--- config.mk ---
export PLATFORM = sky130hd
export DESIGN_NAME = sha256_block_feeder
export DESIGN_NICKNAME = d
export VERILOG_FILES = /design/src/rtl/sha256_pkg.sv /design/src/rtl/sha256_pad_insert.sv /design/src/rtl/sha256_block_feeder.sv
export SDC_FILE = /design/constraint.sdc
export NUM_CORES = 2
export LEC_CHECK = 0
export BUFFER_PORTS_ARGS = -buffer_cell sky130_fd_sc_hd__buf_4
export CAP_MARGIN = 20
export CORE_AREA = 3 3 513 515
export CTS_CLUSTER_DIAMETER = 100
export CTS_CLUSTER_SIZE = 10
export DETAILED_ROUTE_END_ITERATION = 10
export DIE_AREA = 0 0 516 518
export SYNTH_ARGS = -nofsm -noshare
export SYNTH_HDL_FRONTEND = slang
export SYNTH_SLANG_ARGS = --single-unit
--- constraint.sdc ---
create_clock -name clk -period 5.1 [get_ports clk]
set_input_delay 0.51 -clock clk [delete_from_list [all_inputs] [get_ports clk]]
set_output_delay 0.51 -clock clk [all_outputs]
set_load 0.02 [all_outputs]
--- src/rtl/sha256_pkg.sv ---
// Shared types and constants for the SHA-256 block feeder.
// IV, FSM encoding, block kinds and word-index width.
package sha256_pkg;

    localparam int BLK_W = 512;
    localparam int IDX_W = 4;

    localparam logic [255:0] SHA256_IV = {
        32'h6a09e667, 32'hbb67ae85, 32'h3c6ef372, 32'ha54ff53a,
        32'h510e527f, 32'h9b05688c, 32'h1f83d9ab, 32'h5be0cd19
    };

    typedef enum logic [3:0] {
        IDLE, FILL, PAD, START_D, START_X, START_F, WAIT, LEN, DONE
    } state_t;

    typedef enum logic [1:0] {
        DATA, XPAD, FINAL
    } kind_t;

endpackage

--- src/rtl/sha256_pad_insert.sv ---
// Places 0x80 at byte p, zeroes the tail of the block and,
// when p <= 55, writes the 64-bit bit length into bytes 56..63.
module sha256_pad_insert
    import sha256_pkg::*;
(
    input  logic [BLK_W-1:0] i_block,
    input  logic [5:0]       i_pos,
    input  logic [63:0]      i_len,
    output logic [BLK_W-1:0] o_block,
    output logic             o_fits
);

    assign o_fits = (i_pos <= 6'd55);

    always_comb begin
        o_block = i_block;
        for (int i = 0; i < 64; i++) begin
            if (i == int'(i_pos)) begin
                o_block[BLK_W-1-8*i -: 8] = 8'h80;
            end else if (i > int'(i_pos)) begin
                o_block[BLK_W-1-8*i -: 8] = 8'h00;
            end
        end
        if (o_fits) begin
            o_block[63:0] = i_len;
        end
    end

endmodule

--- src/rtl/sha256_block_feeder.sv ---
// Packs a word stream into padded 512-bit blocks and sequences sha256_core.
// Optional SHA256_FEEDER_PERF_EN adds blk_count/stall_cycles counters.
module sha256_block_feeder
    import sha256_pkg::*;
#(
    parameter int LEN_W = 64
) (
    input  logic             clk,
    input  logic             rst,
    input  logic [31:0]      s_data,
    input  logic [2:0]       s_bytes,
    input  logic             s_last,
    input  logic             s_valid,
    output logic             s_ready,
    output logic             core_start,
    output logic [BLK_W-1:0] core_block,
    output logic [255:0]     core_hash_in,
    input  logic [255:0]     core_hash_out,
    input  logic             core_done,
    output logic [255:0]     digest,
    output logic             digest_valid,
    output logic             busy
`ifdef SHA256_FEEDER_PERF_EN
    ,
    output logic [31:0]      blk_count,
    output logic [31:0]      stall_cycles
`endif
);

    state_t           r_state;
    state_t           w_next;
    kind_t            r_kind;
    logic [IDX_W:0]   r_idx;
    logic [6:0]       r_bcnt;
    logic [BLK_W-1:0] r_buf;
    logic [LEN_W-1:0] r_len;
    logic [255:0]     r_hash;
    logic [255:0]     r_digest;
    logic             r_pend_pad;
    logic             r_live;
    logic             r_dv;

    logic             w_ready;
    logic             w_start;
    logic             w_hs;
    logic [2:0]       w_nb;
    logic [6:0]       w_bcnt_nx;
    logic [63:0]      w_len64;
    logic [BLK_W-1:0] w_padded;
    logic             w_fits;

    assign w_nb      = !s_last ? 3'd4 :
                       (s_bytes > 3'd4) ? 3'd4 : s_bytes;
    assign w_bcnt_nx = r_bcnt + {4'd0, w_nb};
    assign w_len64   = 64'(r_len);
    assign w_hs      = w_ready & s_valid;

    sha256_pad_insert u_pad (
        .i_block (r_buf),
        .i_pos   (r_bcnt[5:0]),
        .i_len   (w_len64),
        .o_block (w_padded),
        .o_fits  (w_fits)
    );

    always_ff @(posedge clk) begin
        if (rst) begin
            r_state <= IDLE;
        end else begin
            r_state <= w_next;
        end
    end

    always_comb begin
        w_next  = r_state;
        w_ready = 1'b0;
        w_start = 1'b0;
        unique case (r_state)
            IDLE, FILL: begin
                // r_live holds s_ready low for the first cycle after reset
                w_ready = r_live && (r_idx < 5'd16);
                if (w_ready && s_valid) begin
                    if (s_last) begin
                        w_next = (w_bcnt_nx == 7'd64) ? START_D : PAD;
                    end else if (r_idx == 5'd15) begin
                        w_next = START_D;
                    end else begin
                        w_next = FILL;
                    end
                end
            end
            PAD: w_next = w_fits ? START_F : START_X;
            START_D, START_X, START_F: begin
                w_start = 1'b1;
                w_next  = WAIT;
            end
            WAIT: begin
                if (core_done) begin
                    unique case (r_kind)
                        DATA:    w_next = r_pend_pad ? PAD : FILL;
                        XPAD:    w_next = LEN;
                        default: w_next = DONE;
                    endcase
                end
            end
            LEN:     w_next = START_F;
            DONE:    w_next = IDLE;
            default: w_next = IDLE;
        endcase
    end

    always_ff @(posedge clk) begin
        if (rst) begin
            r_kind     <= DATA;
            r_idx      <= '0;
            r_bcnt     <= '0;
            r_buf      <= '0;
            r_len      <= '0;
            r_hash     <= SHA256_IV;
            r_digest   <= '0;
            r_pend_pad <= 1'b0;
            r_live     <= 1'b0;
            r_dv       <= 1'b0;
        end else begin
            r_live <= 1'b1;
            r_dv   <= 1'b0;
            if (w_hs) begin
                for (int k = 0; k < 16; k++) begin
                    if (r_idx[IDX_W-1:0] == IDX_W'(k)) begin
                        r_buf[BLK_W-1-32*k -: 32] <= s_data;
                    end
                end
                r_idx  <= r_idx + 5'd1;
                r_bcnt <= w_bcnt_nx;
                r_len  <= r_len + LEN_W'({w_nb, 3'b000});
                if (s_last && (w_bcnt_nx == 7'd64)) begin
                    r_pend_pad <= 1'b1;
                end
            end
            case (r_state)
                PAD:     r_buf  <= w_padded;
                START_D: r_kind <= DATA;
                START_X: r_kind <= XPAD;
                START_F: r_kind <= FINAL;
                WAIT: begin
                    if (core_done) begin
                        r_hash     <= core_hash_out;
                        r_buf      <= '0;
                        r_idx      <= '0;
                        r_bcnt     <= '0;
                        r_pend_pad <= 1'b0;
                    end
                end
                LEN:  r_buf <= {448'd0, w_len64};
                DONE: begin
                    r_digest <= r_hash;
                    r_dv     <= 1'b1;
                    r_hash   <= SHA256_IV;
                    r_len    <= '0;
                end
                default: ;
            endcase
        end
    end

    assign s_ready      = w_ready;
    assign core_start   = w_start;
    assign core_block   = r_buf;
    assign core_hash_in = r_hash;
    assign digest       = r_digest;
    assign digest_valid = r_dv;
    assign busy         = (r_state != IDLE);

`ifdef SHA256_FEEDER_PERF_EN
    logic [31:0] r_blk_cnt;
    logic [31:0] r_stall;

    always_ff @(posedge clk) begin
        if (rst) begin
            r_blk_cnt <= '0;
            r_stall   <= '0;
        end else begin
            if (w_start && (r_blk_cnt != '1)) begin
                r_blk_cnt <= r_blk_cnt + 32'd1;
            end
            if (s_valid && !w_ready && (r_stall != '1)) begin
                r_stall <= r_stall + 32'd1;
            end
        end
    end

    assign blk_count    = r_blk_cnt;
    assign stall_cycles = r_stall;
`endif

endmodule
==> out/results.ini <==
[route]
via_count = 42200
drc_errors = 0
routed_via_density = 4.54
wl_mm = 265
drtIter0Drc = 4002
first_pass_iters = 6
wl_per_cell_um = 28.5
detail-route-antenna-nets = 0

[grt]
grt_max_degree = 148
grt_usage = 0.187
antenna_found_initial = 24
grt_first_pass_wirelength_mm = 350
grt-ovfl-total = 0
grt_pass1_vias = 40100

[sta]
setup_violations = 0
setup_tns_ps = 0
max_slew_margin = 0.218
finalHoldViolations = 0
clock.fmax_mhz = 268
post-route-min-period_ps = 3730
rsz0062_at_grt = false
drv_slew = 0
fin_crit_sh = 0.732
worst_slew_pin_slew_ps = 1170
worst_hold_slack_ps = 99.2
skew_ps = 53.4

[critical_path]
cp_num_buf_inv = 0
path_cells = nor3b_1, or3_2, and2_1, a22oi_1, o22ai_1
end_kind = flip-flop
crit_arrival_ps = 4420
crit_type = flip-flop to flip-flop
slowest_delay_ps = 900
crit_fanout = 40
critPathSlowestCell = or3_2
crit_required_ps = 5790
cpLargestDelayFamily = simple AND/OR/NAND/NOR gates
start_kind = flip-flop

[synth]
synthTopCellsByArea = dfxtp_1, nand2_1, a21oi_1
ys.flop_type = dfxtp_1
synth_area_per_cell_um2 = 9.09
synth_commonest_cells = dfxtp_1, nand2_1, a21oi_1
yosysMostFrequentCell = dfxtp_1
ys_seq_area_frac = 0.548
ys_warn_count = 0
yosysTopAreaCellShare = 0.548
synth_edf_count = 0
async_flop_share = 0
ys_ff_latch = 1106
synth_cell_types = 73
syn-cell-area_mm2 = 0.0404
yosysTopAreaCell = dfxtp_1
synthCells = 4444
synthesis.nets = 4753

[cts]
h-tree-depth = 4
clkTransAtPathRegs_ps = 60
cts_tree = built
worstSkewPairLatency_ps = 800
cts_max_path_buffers = 3
cts_inserted_buffers = 134
cts_num_sinks = 1106
cts_root_buffer = clkbuf_16
cts_setup_buffers = 0

[pwr]
max-vdd-ir-drop_uv = 316
power_density_mw_per_mm2 = 319
power.leakage_uw = 0.0231

[floorplan]
die_area_mm2 = 0.267
die_w_um = 516
coreArea_mm2 = 0.259
start_util = 0.156
ioPinCount = 1324
die_height_um = 518
rows = 187

[cells_and_area]
fillers = 27900
area_growth_pct = 49.3
nNetsFinal = 6159
seqCellArea_mm2 = 0.0221
multi_input_area_mm2 = 0.0166
drive_gt1_frac = 0.278

[place]
gp_congestion = 0.930
io_buffers = 1323
place_hpwl_mm = 201

[run_status]
status = finished clean

[min_path]
min_path_type = primary input to flip-flop

[job]
drv_cap = 0

## placed cells by master (no fill, tap or decap), types with 34 or more instances in the layout
master	count
buf_4	1397
dfxtp_1	1101
nand2_1	1090
a21oi_1	587
a22o_1	256
dlygate4sd3_1	255
a221o_1	137
clkbuf_16	135
nor2_1	127
mux2i_1	74
a22oi_1	57
o21ai_0	55
nand3_1	49
o2bb2ai_1	44
or4_1	35
o21ai_1	34
o31ai_1	34
## metrics by stage
| stage | worst slack (ps) | cells | utilization | instance area, um2 | total power [uW] |
|---|---|---|---|---|---|
| floorplan | 2170 | 4444 | - | 40400 | 9470 |
| global placement | 1180 | 8856 | 0.208 | 53800 | 10300 |
| detailed placement | 1200 | 8861 | 0.208 | 53900 | 10300 |
| CTS | 1440 | 9279 | 0.232 | 60300 | 19400 |
| global route | 1260 | 9285 | 0.233 | 60300 | 19800 |
| finish | 1370 | 9296 | 0.233 | 60300 | 19200 |
## worst register-to-register path, delay by kind of cell (launching register included)
family             cells  cell delay, ps
DFF                    1             820
and+or+nand+nor        3            2430
AOI/OAI and AO/OA      2             400
## metal layers
metal | vias up | global-route usage | share of wire
met1 | 20600 | 0.204 | 0.36
met2 | 2547 | 0.313 | 0.47
met3 | 548 | 0.0626 | 0.10
li1 | 18500 | - | -
met5 | - | 0 | 0.00013
met4 | 6 | 0.115 | 0.068
## flip-flops by register name (all words and copies together) (netlist names)
register / count
core_block: 512
core_hash_in: 256
digest: 256
digest_valid: 1
r_bcnt: 7
r_idx: 5
r_kind: 2
r_len: 61
r_live: 1
r_pend_pad: 1
r_state: 4
## path summary, 6_finish.rpt
path / from / to / slack, ps / cells past startpoint
worst max-delay path: r_state[2] / core_block[143] / 1370 / 5
worst min-delay path: core_hash_out[228] / core_hash_in[228] / 100 / 3
worst max register to register: r_state[2] / core_block[143] / 1370 / 5
worst min register to register: core_block[77] / core_block[77] / 450 / 2
## where the power goes
part,total (uW),internal (uW),switching [uW],leakage [uW]
Clock,8930,4940,3990,0.00187
Sequential,8780,8700,79.8,0.00892
Combinational,1510,487,1020,0.0123
Total,19200,14100,5090,0.0231
## cell type report
class / count / share of cell area
Multi-Input combinational cell: 2914 / 0.276
Timing Repair Buffer: 1667 / 0.221
Tap cell: 3402 / 0.0706
Sequential cell: 1106 / 0.367
Clock buffer: 139 / 0.0563
Antenna cell: 17 / 0.000705
Clock inverter: 24 / 0.00734
Inverter: 27 / 0.00168
## cell families after synthesis
kind of cell / Yosys count / share of synthesized area
adder cells (fa/ha/maj): 13 / 0.00440
multiplexers: 74 / 0.0183
AND/OR/NAND/NOR: 1483 / 0.158
flip-flops: 1106 / 0.548
buffers and inverters: 424 / 0.0441
AO/OA/AOI/OAI: 1319 / 0.221
XOR/XNOR: 25 / 0.00542
## repair_timing
action                    CTS  global route
gates resized for setup     0             0
hold buffers              255             0
hold endpoints to repair  255             0
Note: power is estimated with default switching activity, not from simulation.
